--- config.mk ---
export PLATFORM = sky130hd
export DESIGN_NAME = blood_ph_analyzer
export DESIGN_NICKNAME = d
export VERILOG_FILES = /design/src/rtl/blood_ph_pkg.sv /design/src/rtl/ph_run_filter.sv /design/src/rtl/blood_ph_analyzer.sv
export SDC_FILE = /design/constraint.sdc
export NUM_CORES = 1
export LEC_CHECK = 0
export BUFFER_PORTS_ARGS = -buffer_cell sky130_fd_sc_hd__clkbuf_2
export CAP_MARGIN = 20
export CORE_MARGIN = 4
export CORE_UTILIZATION = 53
export CTS_BUF_LIST = sky130_fd_sc_hd__clkbuf_4 sky130_fd_sc_hd__clkbuf_8 sky130_fd_sc_hd__clkbuf_16
export DETAILED_ROUTE_END_ITERATION = 6
export GPL_TIMING_DRIVEN = 0
export PLACE_DENSITY = 0.82
export SLEW_MARGIN = 0
export SYNTH_ARGS = -nofsm -noshare
export SYNTH_HDL_FRONTEND = slang
export SYNTH_SLANG_ARGS = --single-unit
--- constraint.sdc ---
create_clock -name clk -period 1.2 [get_ports clk]
set_input_delay 0.24 -clock clk [delete_from_list [all_inputs] [get_ports clk]]
set_output_delay 0.24 -clock clk [all_outputs]
set_load 0.005 [all_outputs]
--- src/rtl/blood_ph_pkg.sv ---
// Shared types and defaults for the blood pH analyzer.
//   ph_class_t : raw classification of one pH code (NORMAL, LOW, HIGH)
//   DEF_*      : default thresholds, persistence depth and counter width
//   classify() : combinational threshold comparison of a pH code
package blood_ph_pkg;

   localparam int unsigned PH_W        = 4;
   localparam int unsigned RUN_W       = 4;   // holds PERSIST up to 15
   localparam int unsigned DEF_LOW_TH  = 7;
   localparam int unsigned DEF_HIGH_TH = 8;
   localparam int unsigned DEF_PERSIST = 1;
   localparam int unsigned DEF_CNT_W   = 8;

   typedef enum logic [1:0] {
      NORMAL = 2'd0,
      LOW    = 2'd1,
      HIGH   = 2'd2
   } ph_class_t;

   // Strict comparisons, so LOW and HIGH are exclusive whenever low_th <= high_th.
   function automatic ph_class_t classify(input logic [PH_W-1:0] ph,
                                          input int unsigned     low_th,
                                          input int unsigned     high_th);
      if (32'(ph) < low_th) begin
         return LOW;
      end else if (32'(ph) > high_th) begin
         return HIGH;
      end else begin
         return NORMAL;
      end
   endfunction

endpackage

--- src/rtl/ph_run_filter.sv ---
// Saturating run counter plus its persistence flag for one pH class.
//   clk, rst_n   : clock and async active-low reset (already synchronised)
//   sample_valid : a sample is taken at this edge
//   hit          : the sample belongs to this filter's class
//   flag         : registered, high while the run counter equals PERSIST
module ph_run_filter
   import blood_ph_pkg::*;
#(
   parameter int unsigned PERSIST = DEF_PERSIST
) (
   input  logic clk,
   input  logic rst_n,
   input  logic sample_valid,
   input  logic hit,
   output logic flag
);

   localparam logic [RUN_W-1:0] PERSIST_W = RUN_W'(PERSIST);

   logic [RUN_W-1:0] run_q, run_d;
   logic             flag_q, flag_d;

   // Any valid sample that is not ours (normal or opposite class) breaks the run.
   always_comb begin
      run_d  = run_q;
      flag_d = flag_q;
      if (sample_valid) begin
         if (!hit) begin
            run_d = '0;
         end else if (run_q != PERSIST_W) begin
            run_d = run_q + RUN_W'(1);
         end
         flag_d = (run_d == PERSIST_W);
      end
   end

   always_ff @(posedge clk or negedge rst_n) begin
      if (!rst_n) begin
         run_q  <= '0;
         flag_q <= 1'b0;
      end else begin
         run_q  <= run_d;
         flag_q <= flag_d;
      end
   end

   assign flag = flag_q;

endmodule

--- src/rtl/blood_ph_analyzer.sv ---
// Blood pH analyzer: classifies 4-bit pH codes, filters acidic/alkaline runs,
// raises a sticky alarm and optionally counts flag-assert events.
//   clk, rst_n    : clock, async active-low reset (release synchronised inline)
//   sampleValid   : bloodPH is sampled at this edge
//   bloodPH       : unsigned pH code 0..15
//   alarmClear    : clears the sticky alarm (and the event counters)
//   abnormalityP  : filtered acidic flag
//   abnormalityQ  : filtered alkaline flag
//   alarm         : sticky alarm
//   lowCount      : acidic flag-assert events (zero unless stats build)
//   highCount     : alkaline flag-assert events (zero unless stats build)
// Compile-time option: BLOOD_PH_STATS_EN enables the event counters.
module blood_ph_analyzer
   import blood_ph_pkg::*;
#(
   parameter int unsigned LOW_TH  = DEF_LOW_TH,
   parameter int unsigned HIGH_TH = DEF_HIGH_TH,
   parameter int unsigned PERSIST = DEF_PERSIST,
   parameter int unsigned CNT_W   = DEF_CNT_W
) (
   input  logic             clk,
   input  logic             rst_n,
   input  logic             sampleValid,
   input  logic [PH_W-1:0]  bloodPH,
   input  logic             alarmClear,
   output logic             abnormalityP,
   output logic             abnormalityQ,
   output logic             alarm,
   output logic [CNT_W-1:0] lowCount,
   output logic [CNT_W-1:0] highCount
);

   // Reset synchroniser: assertion is immediate, release waits two edges.
   logic [1:0] sync_q, sync_d;
   logic       rst_sync_n;

   always_comb begin
      sync_d = {sync_q[0], 1'b1};
   end

   always_ff @(posedge clk or negedge rst_n) begin
      if (!rst_n) begin
         sync_q <= '0;
      end else begin
         sync_q <= sync_d;
      end
   end

   assign rst_sync_n = sync_q[1];

   // Raw classification of the current code.
   ph_class_t cls_c;
   logic      low_flag, high_flag;

   assign cls_c = classify(bloodPH, LOW_TH, HIGH_TH);

   ph_run_filter #(.PERSIST(PERSIST)) u_low_filter (
      .clk          (clk),
      .rst_n        (rst_sync_n),
      .sample_valid (sampleValid),
      .hit          (cls_c == LOW),
      .flag         (low_flag)
   );

   ph_run_filter #(.PERSIST(PERSIST)) u_high_filter (
      .clk          (clk),
      .rst_n        (rst_sync_n),
      .sample_valid (sampleValid),
      .hit          (cls_c == HIGH),
      .flag         (high_flag)
   );

   assign abnormalityP = low_flag;
   assign abnormalityQ = high_flag;

   // Sticky alarm; a flag seen high overrides a coincident clear.
   logic alarm_q, alarm_d;

   always_comb begin
      alarm_d = alarm_q;
      if (low_flag || high_flag) begin
         alarm_d = 1'b1;
      end else if (alarmClear) begin
         alarm_d = 1'b0;
      end
   end

   always_ff @(posedge clk or negedge rst_sync_n) begin
      if (!rst_sync_n) begin
         alarm_q <= 1'b0;
      end else begin
         alarm_q <= alarm_d;
      end
   end

   assign alarm = alarm_q;

`ifdef BLOOD_PH_STATS_EN
   // Rising edges of the registered flags are detected one cycle late
   // against a delayed copy, then counted with saturation.
   localparam logic [CNT_W-1:0] CNT_MAX = '1;

   logic             low_prev_q, low_prev_d;
   logic             high_prev_q, high_prev_d;
   logic [CNT_W-1:0] low_cnt_q, low_cnt_d;
   logic [CNT_W-1:0] high_cnt_q, high_cnt_d;

   always_comb begin
      low_prev_d  = low_flag;
      high_prev_d = high_flag;
      low_cnt_d   = low_cnt_q;
      high_cnt_d  = high_cnt_q;
      if (low_flag && !low_prev_q) begin
         if (low_cnt_q != CNT_MAX) begin
            low_cnt_d = low_cnt_q + CNT_W'(1);
         end
      end else if (alarmClear) begin
         low_cnt_d = '0;
      end
      if (high_flag && !high_prev_q) begin
         if (high_cnt_q != CNT_MAX) begin
            high_cnt_d = high_cnt_q + CNT_W'(1);
         end
      end else if (alarmClear) begin
         high_cnt_d = '0;
      end
   end

   always_ff @(posedge clk or negedge rst_sync_n) begin
      if (!rst_sync_n) begin
         low_prev_q  <= 1'b0;
         high_prev_q <= 1'b0;
         low_cnt_q   <= '0;
         high_cnt_q  <= '0;
      end else begin
         low_prev_q  <= low_prev_d;
         high_prev_q <= high_prev_d;
         low_cnt_q   <= low_cnt_d;
         high_cnt_q  <= high_cnt_d;
      end
   end

   assign lowCount  = low_cnt_q;
   assign highCount = high_cnt_q;
`else
   assign lowCount  = '0;
   assign highCount = '0;
`endif

endmodule

# After elaboration in Yosys (flattened, before gate mapping)
# Cells that the tools add are included.
# W data, S select, Z words.
# word_totals
register_bits	13
word_cells	28
# classes
addsub	2
muxes	10
n_eq_ne	6
n_reduce_logical	2
magnitude_cmp	2
# ops
cell	count
$mux W4	6
$add A4 B1 Y4 const B	2
$eq A4 B1 Y1 const B	2
$ne A4 B1 Y1 const B	2
$gt A4 B4 Y1 const B	1
$lt A4 B3 Y1 const B	1
$mux W2	2
$eq A2 B1 Y1 const B	1
$eq A2 B2 Y1 const B	1
$mux W1	2
$reduce_bool A2 Y1	1
$logic_or A1 B1 Y1	1

# Longest topological paths before layout
# depth
depth_word	7
ltp_mapped	6

# Modules after synthesis
# A second synthesis with hierarchy kept.
# hier_totals
hier_cells	92
hier_area_um2	850.8
# by_module_without_submodules
mod	cells_each	area_each_um2	instances	seq_area_each_um2
ph_run_filter	33	310.3	2	125.1
blood_ph_analyzer	26	230.2	1	75.1

# Worst setup path after synthesis
# OpenSTA, ideal clock, no wires.
# synth_timing
path_kind	register to register
from	reg u_low_filter.run_q[1]
to	reg u_low_filter.flag_q, in the netlist u_low_filter.flag
slack_ps	-302
t_required_ps	1104
path_stages_with_launch	7
n_path_buf	0
period_less_slack_ps	1502
setup_ps	96
t_arrival_ps	1406
path_cell_list	dfrtp_1 > inv_1 > ha_1 > or3b_4 > nor3_2 > a31oi_1 > o32ai_2
# synth_between
elab_chain_len	5
# synth_lines
item	line	text
from (decl)	ph_run_filter.sv:20	logic [RUN_W-1:0] run_q, run_d;
from (signal assigned)	ph_run_filter.sv:42	run_q <= run_d;
$add A4 B1 Y4 or $ne A4 B1 Y1 (tied branches)	ph_run_filter.sv:31, ph_run_filter.sv:30	
$mux W4 *	ph_run_filter.sv:30	end else if (run_q != PERSIST_W) begin
$mux W4 *	ph_run_filter.sv:28	if (!hit) begin
$mux W4 *	ph_run_filter.sv:27	if (sample_valid) begin
$eq A4 B1 Y1 *	ph_run_filter.sv:33	flag_d = (run_d == PERSIST_W);
to (signal assigned)	ph_run_filter.sv:43	flag_q <= flag_d;
to (decl)	ph_run_filter.sv:21	logic flag_q, flag_d;
# Mark *: on every way between the ends. The rest lies on a longest branch, timed or not. The select of a mux whose other input is x is not followed.
# A chain may end at the register's enable or synchronous reset.

# Final worst setup path
# Same ends and word-level chain as after synthesis.

==> results.sh <==
export IMPL_status="finished with violations"
export IMPL_violations="negative setup slack"
export IMPL_yosysWarnings=0
export IMPL_die_y_um=48.3
export IMPL_grt_setup_unrepaired="true"
export IMPL_fillers=117
export IMPL_synth_edf_count=0
export IMPL_yosys_area_top_type="dfrtp_1"
export IMPL_antenna_cells=0
export IMPL_mostFrequentLayoutCells="23 x buf_4, 17 x conb_1, 11 x dfrtp_1, 10 x clkbuf_2, 8 x nand2_1"
export IMPL_areaGrowthSynthToFinish_pct=29.9
export IMPL_grt_util_all_layers_pct=17.0
export IMPL_gp_congestion=0.835
export IMPL_start_util_pct=56.5
export IMPL_syn_area_per_cell_sq_um=8.78
export IMPL_core_area_sq_um=1520
export IMPL_yosysSeqAreaShare_pct=37.8
export IMPL_clockRootBuffer="clkbuf_4"
export IMPL_multiInputGateArea_sq_um=477
export IMPL_drc=0
export IMPL_mostFrequentLayoutCell="buf_4"
export IMPL_maxCapViolCount=0
export IMPL_drive_above_1_share_pct=40.3
export IMPL_finalClockSkew_ns=0.00602
export IMPL_nets=147
export IMPL_postLayoutCellArea_sq_um=1120
export IMPL_worst_skew_pair_late_latency_ns=0.28
export IMPL_r2r_slack_ns=-0.33
export IMPL_power_total_mw=1.51
export IMPL_ys_ff_latch=13
export IMPL_drt_iter0_drc=5
export IMPL_first_global_vias=727
export IMPL_synth_area_sq_um=861
export IMPL_ir_worst_vdd_uv=1010
export IMPL_reg2regPathDepth=6
export IMPL_synth_top_cell_area_share_pct=37.8
export IMPL_clkSinkCount=13
export IMPL_whs_ns=0.176
export IMPL_post_route_period_util_pct=128
export IMPL_ys_flop_type="dfrtp_1"
export IMPL_tritoncts="built"
export IMPL_die_w_um=48.3
export IMPL_max_freq_mhz=653
export IMPL_routedWlPerCell_um=12.1
export IMPL_min_from="alarmClear"
export IMPL_cp_max_fo=5
export IMPL_syn_inst=98
export IMPL_maxSlewViolCount=0
export IMPL_start_kind="flop"
export IMPL_final_antenna_net_count=0
export IMPL_port_buffers=10
export IMPL_worstReg2RegStart="u_low_filter.run_q[1]$_DFFE_PN0P_"
export IMPL_htree_num_levels=1
export IMPL_vias=745
export IMPL_cts_buffers=3
export IMPL_ys_types=28
export IMPL_detail_route_first_pass_iterations=2
export IMPL_setup_ws_ns=-0.332
export IMPL_seq_area_sq_um=328
export IMPL_synth_async_reset_ratio_pct=100
export IMPL_r2r_end="u_low_filter.flag$_DFFE_PN0P_"
export IMPL_antenna_found_initial=0
export IMPL_grt_start_max_net_pins=12
export IMPL_boundaryPins=27
export IMPL_grt_ovfl_total=0
export IMPL_setup_viol=8
export IMPL_endpoint_kind="flop"
export IMPL_place_hpwl_um=1320
export IMPL_whs_path_depth=2
export IMPL_wirelength_um=1810
export IMPL_cts_clk_slew_worst_paths_ns=0.09
export IMPL_row_count=14
export IMPL_hold_path_class="primary input to flop"
export IMPL_min_to="alarm$_DFFE_PN0P_"
export IMPL_fin_crit_ns=1.53
export IMPL_p_leak_nw=0.568
export IMPL_placed_area_sq_um=998
export IMPL_viasPerCell=4.97
export IMPL_arrival_ns=1.72
export IMPL_hold_viol=0
export IMPL_grt_pass1_wl_um=3190
export IMPL_powerDensity_nw_per_um2=1350
export IMPL_die_area_sq_um=2330
export IMPL_worstPathRequired_ns=1.39
export IMPL_path_class="flop to flop"
export IMPL_yosys_top_cells_area="dfrtp_1 38%, buf_4 15%, o21ai_0 7.6%"
export IMPL_cts_buffer_depth=2
==> state kept, by name (all words and copies together), names as in the netlist <==
name / flops
u_low_filter.flag: 1
sync_q: 2
u_high_filter.flag: 1
alarm: 1
u_high_filter.run_q: 4
u_low_filter.run_q: 4
==> cells in the mapped netlist (2+ instances only) <==
cell	n
conb_1	2
a31oi_1	2
nand4_1	2
buf_4	17
nor2b_1	2
dfrtp_1	13
ha_1	4
o22ai_1	2
nor2_1	2
a21oi_1	3
inv_1	9
nand3_1	5
o21ai_0	13
nand2_1	8
==> report_power, final <==
group / switching (mW) / total, mW / internal (mW)
sequential: 0.0772 / 0.598 / 0.521
combinational: 0.309 / 0.637 / 0.328
clock: 0.150 / 0.273 / 0.123
==> routing by layer <==
metal	GRT usage [%]	vias up	wire length, um
li1	-	382	-
met1	18.0	354	684
met2	30.4	7	1070
met3	5.52	2	45
met4	6.91	0	14
met5	0	-	0
==> critical path, stage by stage (launching register included) <==
cell	delay [ns]
dfrtp_2	0.41
inv_2	0.06
ha_4	0.12
or3b_4	0.41
nor3_4	0.13
a31oi_1	0.07
o32ai_2	0.25
==> how the worst max path moves through the flow <==
stage                     slack (ns)                         startpoint                             to  cells after the start
after CTS                      -0.30  u_low_filter.run_q[1]$_DFFE_PN0P_  u_low_filter.flag$_DFFE_PN0P_                      6
after global placement         -0.40  u_low_filter.run_q[1]$_DFFE_PN0P_  u_low_filter.flag$_DFFE_PN0P_                      6
after global routing           -0.42  u_low_filter.run_q[1]$_DFFE_PN0P_  u_low_filter.flag$_DFFE_PN0P_                      6
after detailed placement       -0.41  u_low_filter.run_q[1]$_DFFE_PN0P_  u_low_filter.flag$_DFFE_PN0P_                      6
after floorplan                -0.30  u_low_filter.run_q[1]$_DFFE_PN0P_  u_low_filter.flag$_DFFE_PN0P_                      6
final                          -0.33  u_low_filter.run_q[1]$_DFFE_PN0P_  u_low_filter.flag$_DFFE_PN0P_                      6
==> cells by family (layout without fill, tap and decap cells) <==
family	Yosys count	after routing	synth area share [%]
compound gates	27	27	19.8
flops	13	13	37.8
other cells	2	17	0.872
buf+inv	26	47	18.7
simple gates	25	25	16.0
xor+xnor	1	1	1.02
fa+ha+maj	4	4	5.81
==> layout make-up <==
class	count	area share, %
flip-flops and latches	13	29.3
clock inverters	1	0.447
repair buffers	17	9.40
multi-input cells	74	42.6
well taps	16	1.79
clock buffers	3	2.01
inverters	9	3.02
plain buffers	17	11.4
==> metrics by stage <==
stage | worst slack (ns) | TNS [ns] | std cells | util [%]
2_1_floorplan | -0.302 | -1.25 | 113 | -
3_3_place_gp | -0.396 | -2.18 | 139 | 65.5
3_5_place_dp | -0.413 | -2.42 | 139 | 65.5
4_1_cts | -0.297 | -1.64 | 149 | 71.7
5_1_grt | -0.420 | -2.66 | 150 | 73.4
6_report | -0.332 | -1.96 | 150 | 73.4
==> timing repair <==
action / CTS / global route
endpoints found under the hold margin: 2 / 0
buffers inserted: 5 / 1
pin swaps: 3 / 2
resized for setup: 9 / 6
setup endpoints to repair: 8 / 9
hold buffers: 1 / 0
(Power assumes the default switching activity.)
